<file path="src/rtl/sqwave_pkg.sv">
// Shared types and width helpers for the multi-channel square-wave generator.
// Pure declarations: no logic, no latency, no backpressure.
package sqwave_pkg;

    typedef enum logic [1:0] {
        IDLE,
        HIGH,
        LOW
    } state_t;

    function automatic int cnt_w(input int m, input int n);
        return (m > n) ? m : n;
    endfunction

    // A single-channel build still gets a 1-bit select port.
    function automatic int sel_w(input int ch);
        return (ch > 1) ? $clog2(ch) : 1;
    endfunction

endpackage

</file>
<file path="src/rtl/sqwave_channel.sv">
// One square-wave channel: IDLE/HIGH/LOW FSM, active m/n registers and a tick counter.
// Latency: out/period_start update on the edge of the causing tick; en=0 acts on the next clk; no backpressure.
module sqwave_channel
    import sqwave_pkg::*;
#(
    parameter int M = 4,
    parameter int N = 4
) (
    input  logic         clk,
    input  logic         rst,
    input  logic         tick,
    input  logic         en,
    input  logic [M-1:0] sh_m,
    input  logic [N-1:0] sh_n,
    output logic         out,
    output logic         period_start
);

    localparam int CW = cnt_w(M, N);

    state_t         state, state_nx;
    logic [CW-1:0]  cnt, cnt_nx;
    logic [M-1:0]   act_m, act_m_nx;
    logic [N-1:0]   act_n, act_n_nx;
    logic           out_nx, ps_nx;

    // One extra bit so cnt+1 never wraps before the compare.
    logic [CW:0]    cnt_inc;
    logic [CW:0]    m_ext;
    logic [CW:0]    n_ext;
    logic           boundary;

    assign cnt_inc = {1'b0, cnt} + (CW+1)'(1);
    assign m_ext   = (CW+1)'(act_m);
    assign n_ext   = (CW+1)'(act_n);

    assign boundary = tick && ((state == IDLE) ||
                               (state == LOW  && cnt_inc >= n_ext) ||
                               (state == HIGH && cnt_inc >= m_ext && act_n == '0));

    always_comb begin
        state_nx = state;
        cnt_nx   = cnt;
        act_m_nx = act_m;
        act_n_nx = act_n;
        out_nx   = out;
        ps_nx    = 1'b0;
        if (!en) begin
            state_nx = IDLE;
            out_nx   = 1'b0;
            cnt_nx   = '0;
        end else if (boundary) begin
            act_m_nx = sh_m;
            act_n_nx = sh_n;
            cnt_nx   = '0;
            ps_nx    = 1'b1;
            if (sh_m != '0) begin
                state_nx = HIGH;
                out_nx   = 1'b1;
            end else begin
                state_nx = LOW;
                out_nx   = 1'b0;
            end
        end else if (tick) begin
            case (state)
                HIGH: begin
                    if (cnt_inc >= m_ext) begin
                        state_nx = LOW;
                        out_nx   = 1'b0;
                        cnt_nx   = '0;
                    end else begin
                        cnt_nx = cnt_inc[CW-1:0];
                    end
                end
                LOW:     cnt_nx = cnt_inc[CW-1:0];
                default: ;
            endcase
        end
    end

    always_ff @(posedge clk or negedge rst) begin
        if (!rst) begin
            state        <= IDLE;
            cnt          <= '0;
            act_m        <= '0;
            act_n        <= '0;
            out          <= 1'b0;
            period_start <= 1'b0;
        end else begin
            state        <= state_nx;
            cnt          <= cnt_nx;
            act_m        <= act_m_nx;
            act_n        <= act_n_nx;
            out          <= out_nx;
            period_start <= ps_nx;
        end
    end

endmodule

</file>
<file path="src/rtl/multi_sqwave_gen.sv">
// CH-channel m/n square-wave generator: shared tick prescaler, shadow m/n per channel, one FSM per channel.
// Latency: outputs registered, change on the tick edge; shadow writes apply at the next period boundary; no backpressure.
module multi_sqwave_gen
    import sqwave_pkg::*;
#(
    parameter int CH       = 4,
    parameter int M        = 4,
    parameter int N        = 4,
    parameter int TICK_DIV = 10
) (
    input  logic                   clk,
    input  logic                   rst,
    input  logic [CH-1:0]          en,
    input  logic                   load,
    input  logic [sel_w(CH)-1:0]   ch_sel,
    input  logic [M-1:0]           m_in,
    input  logic [N-1:0]           n_in,
    output logic [CH-1:0]          out,
    output logic [CH-1:0]          period_start
);

    localparam int SEL_W = sel_w(CH);
    localparam int PW    = (TICK_DIV > 1) ? $clog2(TICK_DIV) : 1;

    logic [PW-1:0] pre;
    logic          tick;
    logic [M-1:0]  sh_m [CH];
    logic [N-1:0]  sh_n [CH];

    assign tick = (pre == PW'(TICK_DIV - 1));

    always_ff @(posedge clk or negedge rst) begin
        if (!rst) begin
            pre <= '0;
        end else if (tick) begin
            pre <= '0;
        end else begin
            pre <= pre + PW'(1);
        end
    end

    // Out-of-range selects match no channel, so the write is dropped.
    always_ff @(posedge clk or negedge rst) begin
        if (!rst) begin
            for (int i = 0; i < CH; i++) begin
                sh_m[i] <= '0;
                sh_n[i] <= '0;
            end
        end else if (load) begin
            for (int i = 0; i < CH; i++) begin
                if (ch_sel == SEL_W'(i)) begin
                    sh_m[i] <= m_in;
                    sh_n[i] <= n_in;
                end
            end
        end
    end

    for (genvar g = 0; g < CH; g++) begin : g_ch
        sqwave_channel #(
            .M (M),
            .N (N)
        ) u_ch (
            .clk          (clk),
            .rst          (rst),
            .tick         (tick),
            .en           (en[g]),
            .sh_m         (sh_m[g]),
            .sh_n         (sh_n[g]),
            .out          (out[g]),
            .period_start (period_start[g])
        );
    end

endmodule

</file>
<file path="config.mk">
export PLATFORM = sky130hd
export DESIGN_NAME = multi_sqwave_gen
export DESIGN_NICKNAME = d
export VERILOG_FILES = /design/src/rtl/sqwave_pkg.sv /design/src/rtl/sqwave_channel.sv /design/src/rtl/multi_sqwave_gen.sv
export SDC_FILE = /design/constraint.sdc
export NUM_CORES = 1
export LEC_CHECK = 0
export ABC_AREA = 1
export CAP_MARGIN = 20
export CORE_ASPECT_RATIO = 1.1
export CORE_MARGIN = 3
export CORE_UTILIZATION = 63
export CTS_BUF_LIST = sky130_fd_sc_hd__clkbuf_4
export DETAILED_ROUTE_END_ITERATION = 8
export PLACE_DENSITY = 0.83
export SYNTH_ARGS = -nofsm -noshare
export SYNTH_HDL_FRONTEND = slang
export SYNTH_SLANG_ARGS = --single-unit
export TNS_END_PERCENT = 10
</file>
<file path="constraint.sdc">
create_clock -name clk -period 2.8 [get_ports clk]
set_clock_uncertainty 0.1 [all_clocks]
set_input_delay 0.56 -clock clk [delete_from_list [all_inputs] [get_ports clk]]
set_output_delay 0.56 -clock clk [all_outputs]
set_load 0.02 [all_outputs]
</file>
# After elaboration in Yosys (flattened, before gate mapping)
# Cells that the tools add are included.
totals:
  out_inout_bits: 8
  ff_bits: 100
  inputBits: 17
op_classes:
  add_sub_neg: 5
  reduce_logical: 53
  eq_ne: 28
  magnitude_cmp: 8
  muxes: 77
op_table:
  columns: ["op", "n"]
  rows:
  - ["$mux 4", 17]
  - ["$mux 2", 24]
  - ["$ge 5x4->1", 8]
  - ["$ne 3x1->1 const B", 12]
  - ["$mux 1", 32]
  - ["$pmux 4 s2", 4]
  - ["$reduce_and 2->1", 12]
  - ["$add 4x1->5 const B", 4]
  - ["$logic_and 1x1->1", 16]
  - ["$logic_not 4->1", 4]
  - ["$ne 4x1->1 const B", 4]
  - ["$reduce_bool 4->1", 4]
  - ["$eq 2x2->1 const B", 6]
  - ["$reduce_and 3->1", 4]
  - ["$eq 2x1->1 const B", 5]
  - ["$logic_not 2->1", 5]
  - ["$logic_or 1x1->1", 8]
  - ["$add 4x1->4 const B", 1]
  - ["$eq 4x4->1 const B", 1]

# Depth between registers and ports, before layout
logic_depth:
  depth_word: 8
  depth_mapped: 16
  ltp_nobuf: 16

# Hierarchy
# Synthesis repeated with hierarchy kept, for this count alone.
hier_totals:
  hier_cells: 670
  area_unflattened_um2: 5595.4
by_module_without_submodules:
  columns: ["module", "n_inst", "area_each_um2", "cells_per_inst", "seq_area_each_um2"]
  rows:
  - ["sqwave_channel", 4, 1044.8, 134, 375.4]
  - ["multi_sqwave_gen", 1, 1416.4, 134, 900.9]

# Worst setup path before layout
# No wires, ideal clock.
synth_timing:
  kind: "reg2reg"
  startpoint: "register g_ch[2].u_ch.cnt[0]"
  endpoint: "register g_ch[2].u_ch.act_m[2]"
  period_less_slack_ns: 2.248
  path_stages_with_launch: 12
  setup_ns: 0.126
  slack_ns: 0.552
  arrival_time_ns: 2.022
  t_required_ns: 2.574
  cell_sequence: "dfrtp_1 > ha_1 > xor2_1 > ha_1 > a21o_1 > a21oi_1 > nand2_1 > nand3_1 > nand2_1 > nand3_1 > buf_2 > o21ai_0"
synth_between:
  elab_chain_cells: 7
synth_lines:
  columns: ["element", "line", "rtl"]
  rows:
  - ["start: declaration", "sqwave_channel.sv:22", "logic [CW-1:0] cnt, cnt_nx;"]
  - ["start signal: assignment", "sqwave_channel.sv:91", "cnt <= cnt_nx;"]
  - ["$add 4x1->5 *", "sqwave_channel.sv:33", "assign cnt_inc = {1'b0, cnt} + (CW+1)'(1);"]
  - ["$ge 5x4->1, on equally long branches", "sqwave_channel.sv:38, sqwave_channel.sv:39", null]
  - ["$logic_and 1x1->1, on equally long branches", "sqwave_channel.sv:38, sqwave_channel.sv:39", null]
  - ["$logic_or 1x1->1 / $logic_and 1x1->1 (equally long branches)", "sqwave_channel.sv:37, sqwave_channel.sv:39", null]
  - ["$logic_or 1x1->1 *", "sqwave_channel.sv:38", "(state == LOW && cnt_inc >= n_ext) ||"]
  - ["$logic_and 1x1->1 *", "sqwave_channel.sv:37", "assign boundary = tick && ((state == IDLE) ||"]
  - ["$reduce_and 2->1 (no source line) *", null, null]
  - ["end signal: assignment", "sqwave_channel.sv:92", "act_m <= act_m_nx;"]
  - ["end: declaration", "sqwave_channel.sv:23", "logic [M-1:0] act_m, act_m_nx;"]
# Mark *: on every way between the ends. The rest lies on a longest branch, timed or not.
# A chain may end at the register's enable or synchronous reset.

# Worst setup path in the final report
layout_timing:
  startpoint: "register g_ch[0].u_ch.cnt[0]"
  endpoint: "register g_ch[0].u_ch.act_n[1]"
layout_between:
  elab_chain_cells: 7
layout_lines:
  columns: ["element", "line", "rtl"]
  rows:
  - ["start: declaration", "sqwave_channel.sv:22", null]
  - ["start signal: assignment", "sqwave_channel.sv:91", null]
  - ["$add 4x1->5 *", "sqwave_channel.sv:33", null]
  - ["$ge 5x4->1, on equally long branches", "sqwave_channel.sv:38, sqwave_channel.sv:39", null]
  - ["$logic_and 1x1->1, on equally long branches", "sqwave_channel.sv:38, sqwave_channel.sv:39", null]
  - ["$logic_or 1x1->1 / $logic_and 1x1->1 (equally long branches)", "sqwave_channel.sv:37, sqwave_channel.sv:39", null]
  - ["$logic_or 1x1->1 *", "sqwave_channel.sv:38", null]
  - ["$logic_and 1x1->1 *", "sqwave_channel.sv:37", null]
  - ["$reduce_and 2->1 (no source line) *", null, null]
  - ["end signal: assignment", "sqwave_channel.sv:93", "act_n <= act_n_nx;"]
  - ["end: declaration", "sqwave_channel.sv:24", "logic [N-1:0] act_n, act_n_nx;"]
# Marks and branches as above.

==> results.json <==
{
  "clkLatencyLatePin_ns": 0.44,
  "yosysTopAreaCellShare_pct": 46.9,
  "vias": 3996,
  "worstPathRequired_ns": 3.05,
  "cts_tree": "built",
  "syn-instance-count": 628,
  "drtPass1Iterations": 4,
  "power_density_nw_per_um2": 619,
  "period_needed_ns": 2.54,
  "hp-class": "reg2reg",
  "criticalPathCategory": "reg2reg",
  "synth_seq_cells": 96,
  "cp_data_arrival_time_ns": 2.79,
  "grt_antenna_before_repair": 0,
  "core-area_um2": 7680,
  "finalSetupViolations": 0,
  "irDropWorstVdd_mv": 0.455,
  "syn_nets": 681,
  "grt_setup_unrepaired": "no",
  "antenna_cells": 0,
  "async_reset_ff_share_pct": 100,
  "cts.sinks": 96,
  "cts_buffers": 9,
  "cp-start-kind": "register",
  "finalWeightedCongestion": 0.934,
  "grt_start_max_net_pins": 59,
  "fmax_mhz": 394,
  "cts_buffer_depth": 2,
  "worst_pin_slew_ns": 0.646,
  "fillers": 622,
  "critPathSlowestCell": "dfrtp_1",
  "drt_wl_total_mm": 9.95,
  "yosysWarnings": 0,
  "syn-cell-area_um2": 5120,
  "crit_buf_inv": 1,
  "cts_htree_levels": 3,
  "synth.most_common_cell": "nand2_1",
  "rrSetupSlack_ns": 0.26,
  "first_iter_violations": 227,
  "finalMaxSlewViolations": 0,
  "drc": 0,
  "drive_above_1_share_pct": 5.65,
  "cp-end-kind": "register",
  "yosys.area.top_type": "dfrtp_1",
  "fin_tns_setup_ns": 0,
  "synth-edff-count": 0,
  "timing.hold.ws_ns": 0.386,
  "finalHoldViolCount": 0,
  "crit_family": "simple AND/OR/NAND/NOR gates",
  "start_util_pct": 66.7,
  "max-cap-violations": 0,
  "hpwlAfterDp_mm": 7.45,
  "slowest_delay_ns": 0.48,
  "finalPower_mw": 3.45,
  "ant_nets": 0,
  "cpMostUsedCell": "nand2_1",
  "grt_pass1_vias": 3974,
  "syn_to_final_growth_pct": 8.57,
  "overflow": 0,
  "fp.dieH_um": 101,
  "critPathMaxFanout": 13,
  "die_area_um2": 9250,
  "ys_types": 32,
  "p_leak_nw": 3.03,
  "routedWlPerCell_um": 13.1,
  "io_pins": 25,
  "crit_path_cell_trace": "ha_1 -> xor2_2 -> ha_1 -> a21o_1 -> a21oi_1 -> nand2_1 -> nand3_1 -> nand2_1 -> nand3_2 -> inv_1 -> nand2_1 -> nand2_1",
  "synth_area_leaders": "dfrtp_1, nand2_1, ha_1, inv_1, o21ai_0",
  "nets": 704,
  "vias_per_cell": 5.26,
  "track_usage_pct": 24.2,
  "die_w_um": 92.0,
  "outcome": "completed",
  "avgSynthCellArea_um2": 8.16,
  "row_count": 33,
  "synth_ff_type": "dfrtp_1",
  "root_buffer": "clkbuf_4",
  "clk_pin_slew_worst_paths_ns": 0.15,
  "io_buffers": 24,
  "grt_pass1_wl_mm": 17.9,
  "ys_seq_area_share_pct": 46.9,
  "synthTopCellsByCount": "nand2_1, dfrtp_1, inv_1",
  "relSlewSlack_pct": 56.6,
  "finalCritPeriodShare_pct": 90.6
}
-- per-stage QoR --
step           instances  util [%]  area, um2  setup slack [ns]
6_report             760      72.5       5560             0.264
3_5_place_dp         744      70.5       5410             0.223
2_1_floorplan        628         -       5120             0.552
3_3_place_gp         744      70.5       5410             0.289
5_1_grt              760      72.5       5560            0.0471
4_1_cts              760      72.3       5550             0.200
-- layout make-up --
cell class | count | area (um2) | area share (%)
clock buffer | 9 | 67.6 | 1.21
clock inverter | 6 | 60.1 | 1.08
inverter | 96 | 360 | 6.48
multi-input combinational | 419 | 2250 | 40.5
sequential | 96 | 2400 | 43.2
tap | 105 | 131 | 2.36
timing repair buffer | 29 | 290 | 5.22
-- power by group --
part           leakage (nW)  internal, mW  switching, mW
Sequential             1.24          1.60          0.148
Clock                0.0712         0.266          0.460
Combinational          1.72         0.373          0.603
-- layer usage --
metal / up-vias / track usage (%) / wire (um)
met5: - / 0 / 0
met4: 0 / 6.74 / 107
met3: 11 / 4.63 / 387
met2: 65 / 40.3 / 4810
met1: 1881 / 32.9 / 4650
li1: 2039 / - / -
-- cell usage in the layout (no fill, tap or decap), drive strengths merged, types with 2 or more instances in the layout --
cell type,Yosys,final
or2,2,2
nand4,12,12
or4,2,2
nand2,189,189
a21oi,13,13
xnor2,2,2
nor2,41,41
inv,96,97
dfrtp,96,96
ha,36,36
clkbuf,4,9
o21ai,66,66
nand3,31,31
nor4,5,5
nor3,2,2
o2111ai,2,2
buf,13,5
xor2,7,7
nand3b,2,2
clkdlybuf4s50,0,23
clkinv,0,4
a21o,4,4
a31oi,2,2
-- worst min-delay path, stage by stage (launching register included) --
cell and delay [ns]:
dfrtp_1 0.37, nand2_1 0.05, nand2_1 0.05
-- worst paths after layout --
path                       cells past startpoint                start               endpoint
max in group asynchronous                      3                  rst               sh_n[14]
max                                           12  g_ch[0].u_ch.cnt[0]  g_ch[0].u_ch.act_n[1]
min in group asynchronous                      2                  rst    g_ch[2].u_ch.cnt[2]
min reg2reg                                    2             sh_n[15]  g_ch[0].u_ch.act_n[3]
min                                            2             sh_n[15]  g_ch[0].u_ch.act_n[3]
max reg2reg                                   12  g_ch[0].u_ch.cnt[0]  g_ch[0].u_ch.act_n[1]
-- flip-flops by register name, summed over array words and instances, names as in the netlist --
register and flops:
g_ch.u_ch.cnt 16, g_ch.u_ch.period_start 4, sh_m 16, g_ch.u_ch.act_n 16, g_ch.u_ch.out 4, sh_n 16, g_ch.u_ch.state 4, g_ch.u_ch.act_m 16
pre 4
-- cell families after synthesis --
logic type      synth area share, %
flops                          46.9
simple gates                   23.9
compound gates                 9.47
fa+ha+maj                      8.79
buf+inv                        9.47
xor+xnor                       1.54
-- what timing repair did --
action,CTS,global route
buffers inserted,0,0
endpoints found under the hold margin,38,0
hold buffers,1,0
gates resized for setup,0,2
endpoints found under the setup margin,0,10
Power figures use the tool's default switching activity.
